### src/rtl/fifo_sync_param.sv
// Parametrised single-clock FIFO with occupancy thresholds, sticky error
// flags, synchronous flush and optional first-word-fall-through output.
module fifo_sync_param #(
    parameter int FIFO_WIDTH = 8,
    parameter int ADDR_SIZE  = 4,
    parameter int AF_LEVEL   = 14,
    parameter int AE_LEVEL   = 2,
    parameter bit FWFT       = 1'b0
) (
    input  logic                  clk,
    input  logic                  rst,
    input  logic                  flush,
    input  logic                  we,
    input  logic                  re,
    input  logic [FIFO_WIDTH-1:0] data_in,
    output logic [FIFO_WIDTH-1:0] data_out,
    output logic                  full,
    output logic                  empty,
    output logic                  almost_full,
    output logic                  almost_empty,
    output logic [ADDR_SIZE:0]    count,
    output logic                  overflow,
    output logic                  underflow
);

    localparam int DEPTH = 2 ** ADDR_SIZE;
    localparam logic [ADDR_SIZE:0]   DEPTH_C = DEPTH[ADDR_SIZE:0];
    localparam logic [ADDR_SIZE:0]   AF_C    = AF_LEVEL[ADDR_SIZE:0];
    localparam logic [ADDR_SIZE:0]   AE_C    = AE_LEVEL[ADDR_SIZE:0];
    localparam logic [ADDR_SIZE:0]   CNT_ONE = {{ADDR_SIZE{1'b0}}, 1'b1};
    localparam logic [ADDR_SIZE-1:0] PTR_ONE = {{(ADDR_SIZE-1){1'b0}}, 1'b1};

    if (!(AE_LEVEL >= 0 && AE_LEVEL < AF_LEVEL && AF_LEVEL <= DEPTH)) begin : g_bad_levels
        $fatal(1, "fifo_sync_param: need 0 <= AE_LEVEL < AF_LEVEL <= DEPTH");
    end

    logic [FIFO_WIDTH-1:0] mem [DEPTH];

    logic [ADDR_SIZE-1:0] wr_ptr_q, wr_ptr_d;
    logic [ADDR_SIZE-1:0] rd_ptr_q, rd_ptr_d;
    logic [ADDR_SIZE:0]   count_q, count_d;
    logic                 ovf_q, ovf_d;
    logic                 unf_q, unf_d;
    logic                 rd_acc, wr_acc;

    assign empty        = (count_q == '0);
    assign full         = (count_q == DEPTH_C);
    assign almost_full  = (count_q >= AF_C);
    assign almost_empty = (count_q <= AE_C);
    assign count        = count_q;
    assign overflow     = ovf_q;
    assign underflow    = unf_q;

    // A full FIFO can still take a write when the head is popped in the same cycle.
    assign rd_acc = re && !empty;
    assign wr_acc = we && (!full || rd_acc);

    always_comb begin
        wr_ptr_d = wr_ptr_q;
        rd_ptr_d = rd_ptr_q;
        count_d  = count_q;
        ovf_d    = ovf_q;
        unf_d    = unf_q;
        if (flush) begin
            wr_ptr_d = '0;
            rd_ptr_d = '0;
            count_d  = '0;
            ovf_d    = 1'b0;
            unf_d    = 1'b0;
        end else begin
            if (wr_acc) wr_ptr_d = wr_ptr_q + PTR_ONE;
            if (rd_acc) rd_ptr_d = rd_ptr_q + PTR_ONE;
            if (wr_acc && !rd_acc) count_d = count_q + CNT_ONE;
            if (rd_acc && !wr_acc) count_d = count_q - CNT_ONE;
            if (we && !wr_acc) ovf_d = 1'b1;
            if (re && !rd_acc) unf_d = 1'b1;
        end
    end

    always_ff @(posedge clk or posedge rst) begin
        if (rst) begin
            wr_ptr_q <= '0;
            rd_ptr_q <= '0;
            count_q  <= '0;
            ovf_q    <= 1'b0;
            unf_q    <= 1'b0;
        end else begin
            wr_ptr_q <= wr_ptr_d;
            rd_ptr_q <= rd_ptr_d;
            count_q  <= count_d;
            ovf_q    <= ovf_d;
            unf_q    <= unf_d;
        end
    end

    always_ff @(posedge clk) begin
        if (!flush && wr_acc) mem[wr_ptr_q] <= data_in;
    end

    if (FWFT) begin : g_fwft
        assign data_out = empty ? '0 : mem[rd_ptr_q];
    end else begin : g_std
        logic [FIFO_WIDTH-1:0] dout_q;

        always_ff @(posedge clk or posedge rst) begin
            if (rst)         dout_q <= '0;
            else if (flush)  dout_q <= '0;
            else if (rd_acc) dout_q <= mem[rd_ptr_q];
        end

        assign data_out = dout_q;
    end

endmodule

### config.mk
export PLATFORM = sky130hd
export DESIGN_NAME = fifo_sync_param
export DESIGN_NICKNAME = d
export VERILOG_FILES = /design/src/rtl/fifo_sync_param.sv
export SDC_FILE = /design/constraint.sdc
export NUM_CORES = 1
export LEC_CHECK = 0
export BUFFER_PORTS_ARGS = -buffer_cell sky130_fd_sc_hd__buf_4
export CAP_MARGIN = 20
export CORE_MARGIN = 1
export CORE_UTILIZATION = 60
export CTS_CLUSTER_SIZE = 30
export DETAILED_ROUTE_END_ITERATION = 6
export GPL_ROUTABILITY_DRIVEN = 0
export PLACE_DENSITY = 0.78
export SLEW_MARGIN = 0
export SYNTH_ARGS = -nofsm -noshare
export SYNTH_HDL_FRONTEND = slang
export SYNTH_SLANG_ARGS = --single-unit
### constraint.sdc
create_clock -name clk -period 5 [get_ports clk]
set_clock_uncertainty 0.05 [all_clocks]
set_input_delay 0.25 -clock clk [delete_from_list [all_inputs] [get_ports clk]]
set_output_delay 0.25 -clock clk [all_outputs]
set_load 0.01 [all_outputs]
==> metrics, run 1 <==
HPWL after detailed placement=between 7000 and 8000 um; die height=103 um; routed length per placed instance=roughly 22 um; Worst EP arrival=roughly 3.2 ns; final setup fails=0; Pleak=approximately 0.0025 uW; max-cap violation count=0; final setup TNS=0 ns; asr flop ratio synth=between 10% and 20%; CTS resizes=0; pin count of the biggest net entering global routing=35; Buf/Inv on CP=1; slowest cell on the critical path=a2111oi_0; Final Slew Violations=0; final core occ=between 70% and 80%; Worst slew margin=about 25%; clock-pin slew on the worst setup and hold paths=0.07 ns; final wirelength=around 12000 um; final hold viol count=0; Top Metal Used=met4; flop-to-flop setup slack=2.16 ns; Least-Margin Pin Slew=1.12 ns; cell with the most instances after synthesis=edfxtp_1; Max stage delay on crit path=about 0.63 ns; Final WS setup=2.16 ns; global route total overflow=0; port buffer count=31; Setup CP Type=flip-flop to flip-flop; Mapped Area=between 6000 and 7000 um2; die width=103 um; via-per-instance ratio=about 6.0; Post-route DRC=0; outcome=finished clean; TritonCTS clock tree=yes; met3 wire len=a little under 800 um; final cycle utilization of the critical path=a little under three fifths; initial DRC count=about 220; CP required=approximately 5.4 ns; Pre-Repair DR Iteration Count=5; worst reg2reg path endpoint=count[4]; Max Clk Rate=around 350 MHz; Cells after Synth=between 300 and 400; Unique masters post-synth=38; DP Area=roughly 6500 um2; Tmin final=roughly 2.8 ns; via count=between 3000 and 4000; critical path capture point type=flip-flop; Worst Hold End=rd_ptr_q[0]; Synth Warn #=0; Post-Syn Area per Cell=18.4 um2; WL met2=a little over 6000 um; RSZ-0062 raised after global routing=false; CP Max Fanout=8; area leader, netlist=edfxtp_1; worst-path cell chain=nor4_4 -> nand2b_2 -> nand2_2 -> inv_2 -> ha_1 -> nand2b_1 -> a2111oi_0 -> a31oi_1 -> or2_1 -> a21oi_1; Primary FF master, synth=edfxtp_1; Startpoint Class=flip-flop; Total Routing Usage GR=24.4%; H-tree depth=4; power consumption=around 3300 uW; initial core utilization=a little over three fifths; number of global-route vias before repair=roughly 3100; Hold Crit Class=input port to flip-flop; met1 wire length=between 4000 and 5000 um; share of layout cells above drive strength 1=about a quarter; row cnt=36; CTS Root Cell=clkbuf_8; CTS buffer count=17; final net count=a little over 400; ANT cells=0; Worst-Skew Late Latency=~0.52 ns; first-pass GRT wire length=17500 um; top cells by area, synth=edfxtp_1, mux4_2, dfrtp_1; Post-synth EDFFs=about 130; critical path's top delay family=simple AND/OR/NAND/NOR gates; register area share after synthesis=slightly above 70%; FF-to-FF Start=count[0]; worst slack, placed=2.28 ns; clk buf depth=2; pwr/cell area=about 450 nW/um2; hold depth=2; number of synthesized register bits=151; VDD IR max=0.253 mV; I/O pins=32; final instance area=slightly above 7000 um2; r2r worst-path depth=10; CTS Sinks=about 150; die area=between 10000 and 15000 um2; P&R area growth vs syn=17.3%; initial antenna violation count=0; post-synth top area share=62.2%; core box area=9860 um2; number of routed nets with antenna violations=0; hold bufs inserted after CTS=11; hold_sp=flush; Post-CTS Setup Inserts=0; Post-Syn Nets=approximately 360; synth cell count leaders=edfxtp_1, nor2_1, mux4_2, dfrtp_1, mux2i_1
-- kinds of logic (layout without fill, tap and decap cells) --
logic type      count (synthesis)  after routing  synth area share (%)
simple gates                   65             65                  5.43
buf+inv                        25             86                  1.64
compound gates                 26             26                  3.26
xor+xnor                        7              7                 0.993
fa+ha+maj                       9              9                  1.95
flops                         151            151                  71.6
mux                            53             53                  15.2
-- layer usage --
layer / GRT usage, % / up-vias
li1: - / 1433
met1: 31.8 / 1608
met2: 40.2 / 110
met3: 6.25 / 16
met4: 8.99 / 0
met5: 0 / -
-- through the flow --
step	std cells	hold slack [ns]
floorplan	336	0.202
global placement	487	0.433
detailed placement	487	0.438
CTS	530	0.0314
global route	530	0.0439
finish	530	0.0581
-- flip-flops by register name, summed over array words and instances (netlist names) --
register   flops
overflow       1
data_out       8
wr_ptr_q       4
mem          128
rd_ptr_q       4
count          5
underflow      1
-- power breakdown --
part	switching (uW)	internal, uW	total (uW)
Clock	517	773	1290
Combinational	237	217	454
Sequential	86.6	1420	1510
Total	841	2410	3250
-- worst max-delay path by stage --
| stage | from | endpoint | slack (ns) | cells past startpoint |
|---|---|---|---|---|
| 6_report | count[0] | count[4] | 2.16 | 10 |
| 5_1_grt | count[0] | count[4] | 2.02 | 10 |
| 4_1_cts | count[0] | count[4] | 2.20 | 10 |
| 3_5_place_dp | count[0] | count[4] | 2.28 | 10 |
| 3_3_place_gp | count[0] | count[4] | 2.44 | 10 |
| 2_1_floorplan | count[0] | count[4] | 2.53 | 10 |
-- layout by cell type (no fill, tap or decap), types with 4 or more instances in the layout --
cell           synthesis  layout
edfxtp_1             128     128
nor2_1                34      34
buf_4                  0      33
mux4_2                32      32
dfrtp_1               23      22
mux2i_1               17      17
clkbuf_16              0      16
dlygate4sd3_1          0      11
nand3b_1               9       9
inv_1                  9       9
o221ai_1               8       8
ha_1                   8       8
nand2_1                7       7
a21oi_1                7       7
xor2_1                 6       6
mux2_1                 4       4
inv_6                  0       4
-- layout make-up --
type | instances | area [um2]
flip-flops and latches | 151 | 4420
fillers | 568 | 2620
multi-input cells | 160 | 1650
clock buffers | 17 | 414
repair buffers | 44 | 358
clock inverters | 15 | 190
well taps | 133 | 166
inverters | 10 | 37.5
Note: power is estimated with default switching activity, not from simulation.
==> run 2, diff against run 1 <==
==> constraint.sdc (replaced) <==
create_clock -name clk -period 2.8 [get_ports clk]
set_clock_uncertainty 0.05 [all_clocks]
set_input_delay 0.14 -clock clk [delete_from_list [all_inputs] [get_ports clk]]
set_output_delay 0.14 -clock clk [all_outputs]
set_load 0.01 [all_outputs]
==> run 2 against run 1 <==
Register-to-register slack worse by 2.0 ns; cell area up 2.9%; critical path depth unchanged; power grew 79%; largest cell class unchanged; sequential share of layout area is 1.7 points lower; count of clock-buffer cells in the layout up 2; combinational power grew 96%; die area unchanged; non-clock buffer count up 24; setup slack lost 2.0 ns; flip-flop and latch count did not move; clock power up 76%.
==> metrics, run 2 (synthesis results as in run 1) <==
I/O pins=32; P&R area growth vs syn=20.7%; final hold viol count=0; CP Max Fanout=7; CTS buffer count=17; number of global-route vias before repair=around 3400; Startpoint Class=flip-flop; initial core utilization=62.6%; outcome=finished clean; total placed cells including tap cells=~500; clk buf depth=2; number of fill cells in the layout=between 500 and 600; Total Routing Usage GR=about a quarter; Final Slew Violations=0; final cycle utilization of the critical path=between 90 and 100%; initial antenna violation count=0; r2r worst-path depth=10; Post-CTS Setup Inserts=0; die area=around 11000 um2; Pre-Repair DR Iteration Count=4; Largest register FFs=between 100 and 150; most frequent cells in the layout=edfxtp_1, buf_4, nor2_1, mux4_2, dfrtp_1; Pleak=about 0.0026 uW; VDD IR max=about 0.56 mV; final setup fails=0; H-tree depth=4; die width=103 um; via count=about 3300; Setup CP Type=flip-flop to flip-flop; Worst slew margin=approximately a quarter; Worst-Skew Late Latency=between 0.5 and 0.6 ns; first-pass GRT wire length=roughly 19000 um; Worst path depth=10; Non-Filler Instances=between 500 and 600; CP required=roughly 3.2 ns; Max Clk Rate=381 MHz; core box area=between 9000 and 10000 um2; commonest non-fill, non-tap cell in the layout=edfxtp_1; port buffer count=31; number of routed nets with antenna violations=0; Hold Crit Class=input port to async pin; Worst EP arrival=about 3.0 ns; critical path capture point type=flip-flop; flop-to-flop setup slack=about 0.18 ns; final net count=between 400 and 500; HPWL after detailed placement=about 7500 um; Tmin final=2.62 ns; worst-path cell chain=nor4_4 -> nand2b_2 -> nand2_2 -> inv_2 -> ha_1 -> nand2b_1 -> a2111oi_4 -> a31oi_1 -> or2_1 -> a21oi_1; slowest cell on the critical path=dfrtp_2; Post-route DRC=0; ANT cells=0; share of layout cells above drive strength 1=between 20% and 30%; Biggest register=mem; global route total overflow=0; Least-Margin Pin Slew=1.11 ns; final wirelength=around 13000 um; CTS Root Cell=clkbuf_8; max-cap violation count=0; die height=between 100 and 150 um; CTS Sinks=around 150; TritonCTS clock tree=yes; final setup TNS=0 ns; initial DRC count=180; via-per-instance ratio=6.00; clock-pin slew on the worst setup and hold paths=0.06 ns; Max stage delay on crit path=0.47 ns; pwr/cell area=roughly 780 nW/um2; Buf/Inv on CP=1; routed length per placed instance=about 23 um; pin count of the biggest net entering global routing=31; critical path's top delay family=simple AND/OR/NAND/NOR gates; row cnt=36
-- run 2: changes by cell type in the layout (fill, tap and decap cells not counted), sizes merged --
cell and delta:
inv -2, buf +20, clkbuf +2, dlygate4sd3 +4
-- run 2: repair_timing --
action,4_1_cts,5_1_grt
pin swaps,0,1
hold endpoints to repair,166,0
setup endpoints to repair,1,1
gates resized for setup,1,4
hold buffers,15,0
-- run 2: through the flow --
stage	instance area [um2]	total power [uW]	util (%)	setup WS (ns)	hold WS, ns
global placement	6690	3520	67.8	0.244	0.320
detailed placement	6690	3560	67.8	0.00220	0.341
finish	7450	5830	75.5	0.176	0.324
CTS	7430	5840	75.3	0.0585	0.347
global route	7450	6040	75.5	-0.0120	0.413
floorplan	6170	3210	-	0.334	0.0919
-- run 2: final cells by class --
cell class | instances | area, um2 | area share, %
flip-flops and latches | 151 | 4420 | 59.4
multi-input cells | 160 | 1670 | 22.4
repair buffers | 68 | 561 | 7.52
clock buffers | 19 | 422 | 5.66
clock inverters | 13 | 170 | 2.28
well taps | 133 | 166 | 2.23
inverters | 10 | 37.5 | 0.504
-- run 2: routing by layer --
layer | routed length [um] | GRT usage [%]
met1 | 5010 | 33.6
met2 | 6370 | 43.3
met3 | 792 | 6.45
met4 | 350 | 11.4
met5 | 0 | 0
-- run 2: worst paths after layout --
kind / start / end
worst min-delay path: rst / data_out[1]
worst max register to register: count[3] / count[4]
min in group clk: data_in[5] / mem[2][5]
worst min register to register: data_out[1] / data_out[1]
max in group asynchronous: rst / rd_ptr_q[2]
worst max-delay path: count[3] / count[4]
-- run 2: worst min-delay path: stages --
cell           delay (ns)
dlygate4sd3_1        0.54
buf_4                0.13
inv_1                0.64
-- run 2: report_power, final --
part | leakage [uW] | switching [uW] | internal (uW) | total [uW]
sequential | 0.00146 | 132 | 2540 | 2670
combinational | 0.000859 | 473 | 416 | 889
clock | 0.000287 | 898 | 1370 | 2270
==> run 3, diff against run 2 <==
==> constraint.sdc (replaced) <==
create_clock -name clk -period 2.8 [get_ports clk]
set_clock_uncertainty 0.05 [all_clocks]
set_input_delay 0.56 -clock clk [delete_from_list [all_inputs] [get_ports clk]]
set_output_delay 0.56 -clock clk [all_outputs]
set_load 0.01 [all_outputs]
==> run 3 against run 2 <==
Hold slack lost 0.12 ns; count of clock-buffer cells in the layout down 2; sequential power barely moved; combinational power shrank 4.9%; critical endpoint unchanged; largest cell class unchanged.
==> metrics, run 3 (synthesis results as in run 1) <==
outcome=finished clean; FF-to-FF Start=count[1]; CP Max Fanout=8; r2r worst-path depth=10; via count=~3200; number of routed nets with antenna violations=0; final setup fails=0; Pre-Repair DR Iteration Count=5; Setup CP Type=flip-flop to flip-flop; final cycle utilization of the critical path=about nine tenths; clock-pin slew on the worst setup and hold paths=about 0.060 ns; CTS buffer count=17; share of layout cells above drive strength 1=31.0%; Post-route DRC=0; initial core utilization=between 60% and 70%; pwr/cell area=approximately 800 nW/um2; ANT cells=0; final net count=roughly 420; worst slack, placed=0.115 ns; final setup TNS=0 ns; initial antenna violation count=0; port buffer count=31; clk buf depth=2; most frequent cells in the layout=edfxtp_1, buf_4, nor2_1, mux4_2, dfrtp_1; Hold Crit Class=input port to async pin; row cnt=36; critical path capture point type=flip-flop; CTS Sinks=between 150 and 200; HPWL after detailed placement=approximately 7700 um; Final Slew Violations=0; first-pass GRT wire length=~18000 um; pin count of the biggest net entering global routing=31; final hold viol count=0; met3 GRT Util=about 4.4%; Final WS setup=approximately 0.26 ns; RSZ-0062 raised after global routing=false; Total Routing Usage GR=between 20 and 30%; TritonCTS clock tree=yes; routed length per placed instance=roughly 22 um; Startpoint Class=flip-flop; Max Clk Rate=slightly below 400 MHz; grt met1 use=32.4%; Largest register FFs=128; initial DRC count=~250; worst reg2reg path endpoint=count[4]; VDD IR max=0.530 mV; Worst slew margin=30.2%; Biggest register=mem; die height=between 100 and 150 um; Worst EP arrival=slightly below 3 ns; I/O pins=32; via-per-instance ratio=between 5 and 6; die area=~11000 um2; P&R area growth vs syn=18.5%; Pleak=0.00256 uW; final wirelength=roughly 12000 um; GR peak layer=met2; CTS resizes=0; core box area=roughly 9900 um2; max-cap violation count=0; M2 GR Usage=roughly 43%; Tmin final=between 2 and 3 ns; flop-to-flop setup slack=roughly 0.26 ns; Least-Margin Pin Slew=between 1 and 1.5 ns; die width=slightly above 100 um; global route total overflow=0; number of global-route vias before repair=3369; CTS Root Cell=clkbuf_8; hold bufs inserted after CTS=0; Worst-Skew Late Latency=0.52 ns; CP required=roughly 3.2 ns; Post-CTS Setup Inserts=0; H-tree depth=4; commonest non-fill, non-tap cell in the layout=edfxtp_1
run 3: worst max-delay path by stage:
stage / from / to
after floorplan: count[0] / count[4]
after global placement: re / count[4]
after detailed placement: re / count[4]
after CTS: count[0] / count[4]
after global routing: count[0] / count[4]
final: count[1] / count[4]
run 3: layout make-up:
| cell class | instances | area, um2 |
|---|---|---|
| Fill cell | 561 | 2550 |
| Clock inverter | 15 | 200 |
| Multi-Input combinational cell | 160 | 1660 |
| Tap cell | 133 | 166 |
| Inverter | 10 | 37.5 |
| Sequential cell | 151 | 4420 |
| Timing Repair Buffer | 54 | 418 |
| Clock buffer | 17 | 414 |
run 3: metrics by stage:
step                cells  hold WS, ns  cell area [um2]  power [uW]  util (%)
floorplan             336        0.476             6170        3210         -
global route          540        0.277             7320        6070      74.2
finish                540        0.208             7320        5860      74.2
detailed placement    508        0.444             6700        3560      67.9
global placement      508        0.440             6700        3520      67.9
CTS                   540        0.207             7310        5890      74.1
run 3: power by group:
part	internal (uW)	switching, uW
clock	1450	893
combinational	395	450
sequential	2540	129
run 3: metal layers:
| layer | part of all wire (%) | up-vias |
|---|---|---|
| met5 | 0 | - |
| met4 | 1.9 | 0 |
| met3 | 7.3 | 13 |
| met2 | 54 | 123 |
| met1 | 37 | 1634 |
| li1 | - | 1451 |
run 3: critical path, cell delays in order (launching register included):
cell	delay [ns]
dfrtp_1	0.48
nor4_4	0.40
nand2b_2	0.16
nand2_2	0.11
inv_2	0.07
ha_1	0.33
nand2b_1	0.10
a2111oi_2	0.34
a31oi_1	0.08
or2_1	0.22
a21oi_1	0.12
